**src/rtl/rv32i_types.sv**
```systemverilog
// Shared types for the CPU memory-side blocks: arbiter FSM states, port ids
// and the latched request record.
package rv32i_types;

  localparam int XLEN = 32;

  typedef enum logic [1:0] {
    IDLE,
    WAIT,
    DONE
  } arb_state_t;

  typedef enum logic {
    PORT_IMEM,
    PORT_DMEM
  } port_id_t;

  typedef struct packed {
    port_id_t         port;
    logic [XLEN-1:0]  addr;
    logic [3:0]       rmask;
    logic [3:0]       wmask;
    logic [XLEN-1:0]  wdata;
  } mem_req_t;

  function automatic logic [XLEN-1:0] word_align(input logic [XLEN-1:0] addr);
    return {addr[XLEN-1:2], 2'b00};
  endfunction

endpackage

```
**src/rtl/mem_port_arbiter_if.sv**
```systemverilog
// Bundle of the CPU imem/dmem ports and the backing-memory port seen by the
// arbiter; slave is the arbiter's view, master is the surrounding system's.
interface mem_port_arbiter_if;

  logic [31:0] imem_addr;
  logic [3:0]  imem_rmask;
  logic [31:0] imem_rdata;
  logic        imem_resp;

  logic [31:0] dmem_addr;
  logic [3:0]  dmem_rmask;
  logic [3:0]  dmem_wmask;
  logic [31:0] dmem_wdata;
  logic [31:0] dmem_rdata;
  logic        dmem_resp;

  logic [31:0] mem_addr;
  logic        mem_read;
  logic        mem_write;
  logic [3:0]  mem_wmask;
  logic [31:0] mem_wdata;
  logic [31:0] mem_rdata;
  logic        mem_resp;

  modport slave (
    input  imem_addr, imem_rmask,
    output imem_rdata, imem_resp,
    input  dmem_addr, dmem_rmask, dmem_wmask, dmem_wdata,
    output dmem_rdata, dmem_resp,
    output mem_addr, mem_read, mem_write, mem_wmask, mem_wdata,
    input  mem_rdata, mem_resp
  );

  modport master (
    output imem_addr, imem_rmask,
    input  imem_rdata, imem_resp,
    output dmem_addr, dmem_rmask, dmem_wmask, dmem_wdata,
    input  dmem_rdata, dmem_resp,
    input  mem_addr, mem_read, mem_write, mem_wmask, mem_wdata,
    output mem_rdata, mem_resp
  );

endinterface

```
**src/rtl/mem_port_arbiter.sv**
```systemverilog
// Serialises CPU imem reads and dmem reads/writes onto one single-ported
// backing memory, one transaction at a time, with registered response pulses.
module mem_port_arbiter
  import rv32i_types::*;
#(
  parameter logic ALT_GRANT = 1'b1
) (
  input logic               clk,
  input logic               rst,
  mem_port_arbiter_if.slave bus
);

  arb_state_t  state_q, state_d;
  mem_req_t    req_q, req_d;
  logic        last_dmem_q, last_dmem_d;

  logic        mem_read_q, mem_read_d;
  logic        mem_write_q, mem_write_d;
  logic [31:0] mem_addr_q, mem_addr_d;
  logic [3:0]  mem_wmask_q, mem_wmask_d;
  logic [31:0] mem_wdata_q, mem_wdata_d;
  logic        imem_resp_q, imem_resp_d;
  logic        dmem_resp_q, dmem_resp_d;
  logic [31:0] imem_rdata_q, imem_rdata_d;
  logic [31:0] dmem_rdata_q, dmem_rdata_d;

  logic        imem_req;
  logic        dmem_req;
  logic        grant_dmem;
  logic        grant_write;
  logic        imem_fresh;

  always_comb begin
    imem_req    = |bus.imem_rmask;
    dmem_req    = (|bus.dmem_rmask) || (|bus.dmem_wmask);
    grant_dmem  = dmem_req && (!imem_req || !ALT_GRANT || !last_dmem_q);
    grant_write = grant_dmem && (|bus.dmem_wmask);
    imem_fresh  = imem_req && (bus.imem_addr == req_q.addr);
  end

  always_comb begin
    state_d      = state_q;
    req_d        = req_q;
    last_dmem_d  = last_dmem_q;
    mem_read_d   = mem_read_q;
    mem_write_d  = mem_write_q;
    mem_addr_d   = mem_addr_q;
    mem_wmask_d  = mem_wmask_q;
    mem_wdata_d  = mem_wdata_q;
    imem_resp_d  = 1'b0;
    dmem_resp_d  = 1'b0;
    imem_rdata_d = imem_rdata_q;
    dmem_rdata_d = dmem_rdata_q;

    unique case (state_q)
      IDLE: begin
        if (imem_req || dmem_req) begin
          if (grant_dmem) begin
            req_d.port  = PORT_DMEM;
            req_d.addr  = bus.dmem_addr;
            req_d.rmask = bus.dmem_rmask;
            req_d.wmask = bus.dmem_wmask;
            req_d.wdata = bus.dmem_wdata;
          end else begin
            req_d.port  = PORT_IMEM;
            req_d.addr  = bus.imem_addr;
            req_d.rmask = bus.imem_rmask;
            req_d.wmask = 4'h0;
            req_d.wdata = 32'h0;
          end
          last_dmem_d = grant_dmem;
          mem_addr_d  = word_align(grant_dmem ? bus.dmem_addr : bus.imem_addr);
          mem_write_d = grant_write;
          mem_read_d  = !grant_write;
          mem_wmask_d = grant_write ? bus.dmem_wmask : 4'h0;
          mem_wdata_d = grant_write ? bus.dmem_wdata : 32'h0;
          state_d     = WAIT;
        end
      end

      // The stale-imem check is taken on the mem_resp edge so that the
      // response pulse visible during DONE still comes straight from a flop.
      WAIT: begin
        if (bus.mem_resp) begin
          mem_read_d  = 1'b0;
          mem_write_d = 1'b0;
          state_d     = DONE;
          if (req_q.port == PORT_DMEM) begin
            dmem_resp_d  = 1'b1;
            dmem_rdata_d = bus.mem_rdata;
          end else begin
            imem_resp_d  = imem_fresh;
            imem_rdata_d = bus.mem_rdata;
          end
        end
      end

      DONE: begin
        state_d = IDLE;
      end

      default: begin
        state_d = IDLE;
      end
    endcase
  end

  always_ff @(posedge clk) begin
    if (rst) begin
      state_q      <= IDLE;
      req_q        <= '0;
      last_dmem_q  <= 1'b0;
      mem_read_q   <= 1'b0;
      mem_write_q  <= 1'b0;
      mem_addr_q   <= 32'h0;
      mem_wmask_q  <= 4'h0;
      mem_wdata_q  <= 32'h0;
      imem_resp_q  <= 1'b0;
      dmem_resp_q  <= 1'b0;
      imem_rdata_q <= 32'h0;
      dmem_rdata_q <= 32'h0;
    end else begin
      state_q      <= state_d;
      req_q        <= req_d;
      last_dmem_q  <= last_dmem_d;
      mem_read_q   <= mem_read_d;
      mem_write_q  <= mem_write_d;
      mem_addr_q   <= mem_addr_d;
      mem_wmask_q  <= mem_wmask_d;
      mem_wdata_q  <= mem_wdata_d;
      imem_resp_q  <= imem_resp_d;
      dmem_resp_q  <= dmem_resp_d;
      imem_rdata_q <= imem_rdata_d;
      dmem_rdata_q <= dmem_rdata_d;
    end
  end

  assign bus.mem_read   = mem_read_q;
  assign bus.mem_write  = mem_write_q;
  assign bus.mem_addr   = mem_addr_q;
  assign bus.mem_wmask  = mem_wmask_q;
  assign bus.mem_wdata  = mem_wdata_q;
  assign bus.imem_resp  = imem_resp_q;
  assign bus.imem_rdata = imem_rdata_q;
  assign bus.dmem_resp  = dmem_resp_q;
  assign bus.dmem_rdata = dmem_rdata_q;

  // A dmem access with both masks set is a CPU bug; the RTL treats it as a write.
  illegal_dmem_rw: assert property (@(posedge clk) disable iff (rst)
    !((|bus.dmem_rmask) && (|bus.dmem_wmask)));

endmodule

```
**src/flat_wrapper.sv**
```systemverilog
// flat-port wrapper written by rule: the top's interface ports become plain ports
module mem_port_arbiter_flat import rv32i_types::*;
#(
  parameter logic ALT_GRANT = 1'b1
)
  (clk, rst, bus_imem_addr, bus_imem_rmask, bus_imem_rdata, bus_imem_resp, bus_dmem_addr, bus_dmem_rmask, bus_dmem_wmask, bus_dmem_wdata, bus_dmem_rdata, bus_dmem_resp, bus_mem_addr, bus_mem_read, bus_mem_write, bus_mem_wmask, bus_mem_wdata, bus_mem_rdata, bus_mem_resp);
  mem_port_arbiter_if bus_i ();
  input logic clk;
  input logic rst;
  input wire logic [$bits(bus_i.imem_addr)-1:0] bus_imem_addr;
  input wire logic [$bits(bus_i.imem_rmask)-1:0] bus_imem_rmask;
  output wire logic [$bits(bus_i.imem_rdata)-1:0] bus_imem_rdata;
  output wire logic [$bits(bus_i.imem_resp)-1:0] bus_imem_resp;
  input wire logic [$bits(bus_i.dmem_addr)-1:0] bus_dmem_addr;
  input wire logic [$bits(bus_i.dmem_rmask)-1:0] bus_dmem_rmask;
  input wire logic [$bits(bus_i.dmem_wmask)-1:0] bus_dmem_wmask;
  input wire logic [$bits(bus_i.dmem_wdata)-1:0] bus_dmem_wdata;
  output wire logic [$bits(bus_i.dmem_rdata)-1:0] bus_dmem_rdata;
  output wire logic [$bits(bus_i.dmem_resp)-1:0] bus_dmem_resp;
  output wire logic [$bits(bus_i.mem_addr)-1:0] bus_mem_addr;
  output wire logic [$bits(bus_i.mem_read)-1:0] bus_mem_read;
  output wire logic [$bits(bus_i.mem_write)-1:0] bus_mem_write;
  output wire logic [$bits(bus_i.mem_wmask)-1:0] bus_mem_wmask;
  output wire logic [$bits(bus_i.mem_wdata)-1:0] bus_mem_wdata;
  input wire logic [$bits(bus_i.mem_rdata)-1:0] bus_mem_rdata;
  input wire logic [$bits(bus_i.mem_resp)-1:0] bus_mem_resp;
  assign bus_i.imem_addr = bus_imem_addr;
  assign bus_i.imem_rmask = bus_imem_rmask;
  assign bus_imem_rdata = bus_i.imem_rdata;
  assign bus_imem_resp = bus_i.imem_resp;
  assign bus_i.dmem_addr = bus_dmem_addr;
  assign bus_i.dmem_rmask = bus_dmem_rmask;
  assign bus_i.dmem_wmask = bus_dmem_wmask;
  assign bus_i.dmem_wdata = bus_dmem_wdata;
  assign bus_dmem_rdata = bus_i.dmem_rdata;
  assign bus_dmem_resp = bus_i.dmem_resp;
  assign bus_mem_addr = bus_i.mem_addr;
  assign bus_mem_read = bus_i.mem_read;
  assign bus_mem_write = bus_i.mem_write;
  assign bus_mem_wmask = bus_i.mem_wmask;
  assign bus_mem_wdata = bus_i.mem_wdata;
  assign bus_i.mem_rdata = bus_mem_rdata;
  assign bus_i.mem_resp = bus_mem_resp;
  mem_port_arbiter #(.ALT_GRANT(ALT_GRANT)) u_core (.clk(clk), .rst(rst), .bus(bus_i));
endmodule
```
**config.mk**
```make
export PLATFORM = sky130hd
export DESIGN_NAME = mem_port_arbiter_flat
export DESIGN_NICKNAME = d
export VERILOG_FILES = /design/src/rtl/rv32i_types.sv /design/src/rtl/mem_port_arbiter_if.sv /design/src/rtl/mem_port_arbiter.sv /design/src/flat_wrapper.sv
export SDC_FILE = /design/constraint.sdc
export NUM_CORES = 1
export LEC_CHECK = 0
export CORE_UTILIZATION = 35
export CTS_CLUSTER_SIZE = 16
export DETAILED_ROUTE_END_ITERATION = 7
export GPL_ROUTABILITY_DRIVEN = 0
export MAX_ROUTING_LAYER = met4
export PLACE_DENSITY = 0.7
export SYNTH_ARGS = -nofsm -noshare
export SYNTH_HDL_FRONTEND = slang
export SYNTH_SLANG_ARGS = --single-unit
```
**constraint.sdc**
```tcl
create_clock -name clk -period 3.2 [get_ports clk]
set_clock_uncertainty 0.1 [all_clocks]
set_input_delay 0.96 -clock clk [delete_from_list [all_inputs] [get_ports clk]]
set_output_delay 0.96 -clock clk [all_outputs]
set_load 0.005 [all_outputs]
```
======== Yosys cells after proc, flatten, opt, wreduce, memory -nomap -nowiden ========
Index checks and enable logic that the tools add are counted.
W data, S select, Z words.
storage, ports and cells
  ROM bits ................................ 0
  memories ................................ 0
  register bits ........................... 170
  RAM bits ................................ 0
  latch bits .............................. 0
operators by class
  shift-type cells ........................ 0
  equality and inequality tests ........... 4
  multipliers ............................. 0
  order comparisons ....................... 0
  multiplexer cells ....................... 13
  reduce and logical (&&, ||, !) cells .... 21
  add/subtract/negate cells ............... 0
  divide/modulo/power cells ............... 0
  bitwise logic cells ..................... 3
operators by type and width
  operator              count
  $mux W73              1
  $mux W32              2
  $eq A32 B32 Y1        1
  $reduce_or A4 Y1      4
  $reduce_and A3 Y1     3
  $mux W1               4
  $mux W2               2
  $mux W4               1
  $pmux W1 S2           2
  $pmux W2 S2           1
  $reduce_and A2 Y1     2
  $logic_and A1 B1 Y1   3
  $logic_not A1 Y1      3
  $logic_or A1 B1 Y1    3
  $not A1 Y1            3
  $reduce_or A3 Y1      1
  $eq A2 B1 Y1 const B  1
  $logic_not A2 Y1      1
  $ne A2 B1 Y1 const B  1
  $ne A2 B2 Y1 const B  1
  $reduce_bool A2 Y1    1

======== Depth between registers and ports, before layout ========
  depth in word-level cells ............... 8
  gate-level depth with buffers ........... 6
  depth with buffers taken out ............ 4

======== Least setup slack after synthesis ========
No wires, ideal clock.
  kind .................................... input to register
  start point ............................. input bus_dmem_rmask[1]
  end point ............................... register u_core.req_q[53] (netlist name)
  slack ................................... 807 ps
  data arrival time ....................... 2147 ps
  stages on the path ...................... 6
  data required time ...................... 2954 ps
  setup time .............................. 146 ps
  buffers on the path ..................... 2
  cell sequence ........................... nor4_2 -> a311oi_1 -> buf_2 -> buf_2 -> nor2_1 -> a211oi_2
between the ends
  cells in the longest elaborated chain, start to end .. 4
  elaborated cells on any way between the ends .. 6
RTL lines
  element                                                           RTL line                                        text
  from (decl)                                                       flat_wrapper.sv:15                              input wire logic [$bits(bus_i.dmem_rmask)-1:0] bus_dmem_rmask;
  $reduce_or A4 Y1 *                                                mem_port_arbiter.sv:35                          dmem_req = (|bus.dmem_rmask) || (|bus.dmem_wmask);
  $logic_or A1 B1 Y1 *                                              mem_port_arbiter.sv:35
  $logic_and A1 B1 Y1 / $logic_or A1 B1 Y1 (equally long branches)  mem_port_arbiter.sv:36, mem_port_arbiter.sv:57
  $mux W73 / $reduce_and A2 Y1 (equally long branches)              -
  to (signal assigned)                                              mem_port_arbiter.sv:124                         req_q <= req_d;
  to (decl)                                                         mem_port_arbiter.sv:14                          mem_req_t req_q, req_d;
Every way passes the cells marked *; elsewhere a longest branch is shown, timed or not.
A chain may end at the register's enable or synchronous reset.

======== Final worst setup path ========
  start point ............................. input bus_dmem_rmask[1]
  end point ............................... register u_core.req_q[54] (netlist name)
Same word-level chain as after synthesis.

==> flow_summary.yaml <==
power_and_ir_drop:
  power_frac_seq: 0.377
  power_leakage_nw: 3.44
  p_sw_frac: 0.255
  power.density_mw_per_mm2: 554
  p_sw_w: 0.00131
  p_comb_frac: 0.193
  internal-power_w: 0.00383
  finalPower_w: 0.00515
  vdd_drop_max_mv: 0.393
  clkPwrFrac: 0.430
sta:
  timing.final.crit_share: 0.798
  slew_headroom: 0.531
  slew_viol_final: 0
  max_freq_mhz: 392
  setup_tns_ps: 0
  setup_viol: 0
  hold_viol: 0
  worst_pin_slew_ps: 703
  layout_setup_ws_ps: 648
  rsz0062_at_grt: "false"
  fin_crit_ps: 2550
critical_path:
  worstPathMaxFanout: 40
  crit_slowest_cell: "nor4_2"
  path_buf_inv: 3
  path_cells: "clkdlybuf4s50_1, nor4_2, buf_4, a311o_2, buf_12, a21oi_1, a211oi_2"
  cp.arrival_ps: 2790
  startpoint_type: "input pin"
  worst_path_largest_cell_delay_ps: 460
  path_delay_family: "buffers and inverters"
  crit_required_ps: 3440
  critical_path_class: "in -> reg"
  end_kind: "register"
drt:
  wl_mm: 18.1
  drc: 0
  via_per_inst: 4.75
  firstDrtPassIters: 4
  wl_per_cell_um: 15.8
  drt_iter0_drc: 380
  drtAntennaViolNets: 0
  vias: 5458
placement:
  post-place-ws_ps: 215
  placed_cells: 1116
  portBuffers: 276
  hpwl_mm: 12.4
synth:
  yosysSeqAreaShare: 0.476
  syn_inst: 688
  syn-cell-area_mm2: 0.00584
  synth.avg_cell_area_um2: 8.49
  ys_ff_latch: 139
  yosys_warnings: 0
  yosysUniqueCellTypes: 32
clock_tree:
  clk_pin_slew_ps: 60
  cts_tree: "built"
  clk_latency_ps: 420
  post-cts-setup-buffer-count: 0
  cts-hold-fix-buffers: 0
  cts_resized: 0
  root_buffer: "clkbuf_16"
  cts.path.max_buffers: 2
  cts.sinks: 139
  cts_inserted_buffers: 17
  htreeDepth: 4
grt:
  grt-ovfl-total: 0
  grt_max_degree: 80
  antenna_found_initial: 0
  grt_use_total: 0.218
  grt_pass1_vias: 5280
  grt_pass1_wl_mm: 28.9
finish:
  antennaDiodeCount: 0
  synthToLayoutAreaGrowth_pct: 58.9
  finalNonFillerCells: 1148
  layout-drive-gt1-share: 0.0998
  nNetsFinal: 1062
  num-fill-cells: 1495
floorplan:
  ioPinCount: 279
  start_util: 0.363
  dieWidth_um: 131
  core_area_mm2: 0.0161
  rows: 46
  fp.dieH_um: 131
  die_area_mm2: 0.0172
worst_hold_path:
  hp-class: "reg -> reg"
outcome:
  status: "finished, final reports clean"
flow_run:
  cap_violations: 0
[cells in the final DEF (no fill, tap or decap), types with 2 or more instances in the layout]
| cell | instances |
|---|---|
| nand3_1 | 5 |
| xnor2_1 | 4 |
| a21oi_1 | 102 |
| clkdlybuf4s50_1 | 275 |
| inv_6 | 3 |
| clkbuf_16 | 17 |
| a211oi_2 | 31 |
| bufinv_16 | 5 |
| nor4_2 | 2 |
| buf_12 | 6 |
| nor2_1 | 67 |
| nand2_1 | 167 |
| clkinv_2 | 2 |
| nor4_1 | 7 |
| xor2_1 | 28 |
| clkinv_4 | 2 |
| buf_4 | 12 |
| conb_1 | 2 |
| a22oi_1 | 32 |
| nor3_1 | 2 |
| nor2_2 | 2 |
| clkbuf_8 | 2 |
| nor4_4 | 2 |
| nand4_1 | 2 |
| dfxtp_1 | 139 |
[synthesized netlist by cell type]
| master | n | area [µm²] |
|---|---|---|
| nand2_1 | 167 | 627 |
| dfxtp_1 | 139 | 2780 |
| a21oi_1 | 102 | 510 |
| nor2_1 | 69 | 259 |
| buf_4 | 34 | 255 |
| a22oi_1 | 32 | 240 |
| a211oi_2 | 31 | 388 |
| clkbuf_1 | 30 | 113 |
| xor2_1 | 28 | 245 |
| buf_2 | 13 | 65.1 |
| nor4_1 | 7 | 43.8 |
| nand3_1 | 5 | 25.0 |
| buf_6 | 4 | 45.0 |
| xnor2_1 | 4 | 35.0 |
| a311oi_1 | 2 | 17.5 |
| nand4_1 | 2 | 12.5 |
| nor3_1 | 2 | 10.0 |
| nor4_2 | 2 | 25.0 |
| nor4_4 | 2 | 42.5 |
| a21o_1 | 1 | 7.51 |
| a21oi_4 | 1 | 16.3 |
| a311o_1 | 1 | 10.0 |
| a31oi_1 | 1 | 6.26 |
| buf_1 | 1 | 3.75 |
| conb_1 | 1 | 3.75 |
| inv_1 | 1 | 3.75 |
| nand2b_1 | 1 | 6.26 |
| nand3b_2 | 1 | 11.3 |
| o41a_1 | 1 | 11.3 |
| or2_2 | 1 | 6.26 |
| or3b_2 | 1 | 8.76 |
| or4_1 | 1 | 7.51 |
[layout make-up]
class	count	area, µm²	area share
flip-flops and latches	139	2780	0.300
clock inverters	13	211	0.0228
clock buffers	19	453	0.0488
inverters	1	3.75	0.000404
repair buffers	293	2960	0.319
multi-input cells	467	2600	0.280
well taps	216	270	0.0291
[power groups by stage]
stage / sequential, W / combinational, W / clock (W)
floorplan: 0.00197 / 0.000503 / 0
global placement: 0.00197 / 0.000992 / 0
detailed placement: 0.00198 / 0.000996 / 0
CTS: 0.00194 / 0.00100 / 0.00226
global route: 0.00196 / 0.00108 / 0.00233
finish: 0.00194 / 0.000991 / 0.00222
[per-stage QoR]
| step | utilization | cell area [µm²] | hold WS (ps) |
|---|---|---|---|
| final | 0.576 | 9290 | 352 |
| after global routing | 0.576 | 9290 | 370 |
| after CTS | 0.576 | 9290 | 355 |
| after detailed placement | 0.535 | 8620 | 346 |
| after global placement | 0.535 | 8620 | 341 |
| after floorplan | - | 5850 | 348 |
[logic make-up (layout without fill, tap and decap cells)]
| kind of cell | count (synthesis) | count (layout) | share of synthesized area |
|---|---|---|---|
| other | 1 | 2 | 0.000642 |
| DFF | 139 | 139 | 0.476 |
| xor gates and xnor gates | 32 | 32 | 0.0480 |
| buffers and inverters | 83 | 326 | 0.0831 |
| AOI/OAI and AO/OA | 172 | 172 | 0.207 |
| and+or+nand+nor | 261 | 261 | 0.186 |
[flip-flops by register name, indices dropped and copies added (netlist names)]
name,count
u_core.last_dmem_q,1
u_core.state_q,2
u_core.bus.mem_wdata,32
u_core.bus.mem_write,1
u_core.bus.mem_wmask,4
u_core.bus.dmem_resp,1
u_core.req_q,32
u_core.bus.dmem_rdata,32
u_core.bus.imem_rdata,32
u_core.bus.mem_read,1
u_core.bus.imem_resp,1
[path summary, 6_finish.rpt]
check / endpoint / slack, ps / from / cells past startpoint
max: u_core.req_q[54] / 650 / bus_dmem_rmask[1] / 7
min: u_core.bus.imem_rdata[18] / 350 / u_core.bus.imem_rdata[18] / 2
max reg2reg: u_core.bus.imem_resp / 1350 / u_core.state_q[0] / 4
min reg2reg: u_core.bus.imem_rdata[18] / 350 / u_core.bus.imem_rdata[18] / 2
[per-layer routing]
layer	up-vias	part of all wire	GRT usage
met4	0	0.027	0.0856
met2	184	0.48	0.348
met3	29	0.056	0.0532
li1	2753	-	-
met1	2492	0.43	0.263
met5	-	0	-
[worst register-to-register path, delay by kind of cell, from the launching register on]
kind	cells	cell delay [ps]
flip-flops	1	480
AND/OR/NAND/NOR	4	1190
Note: power is estimated with default switching activity, not from simulation.
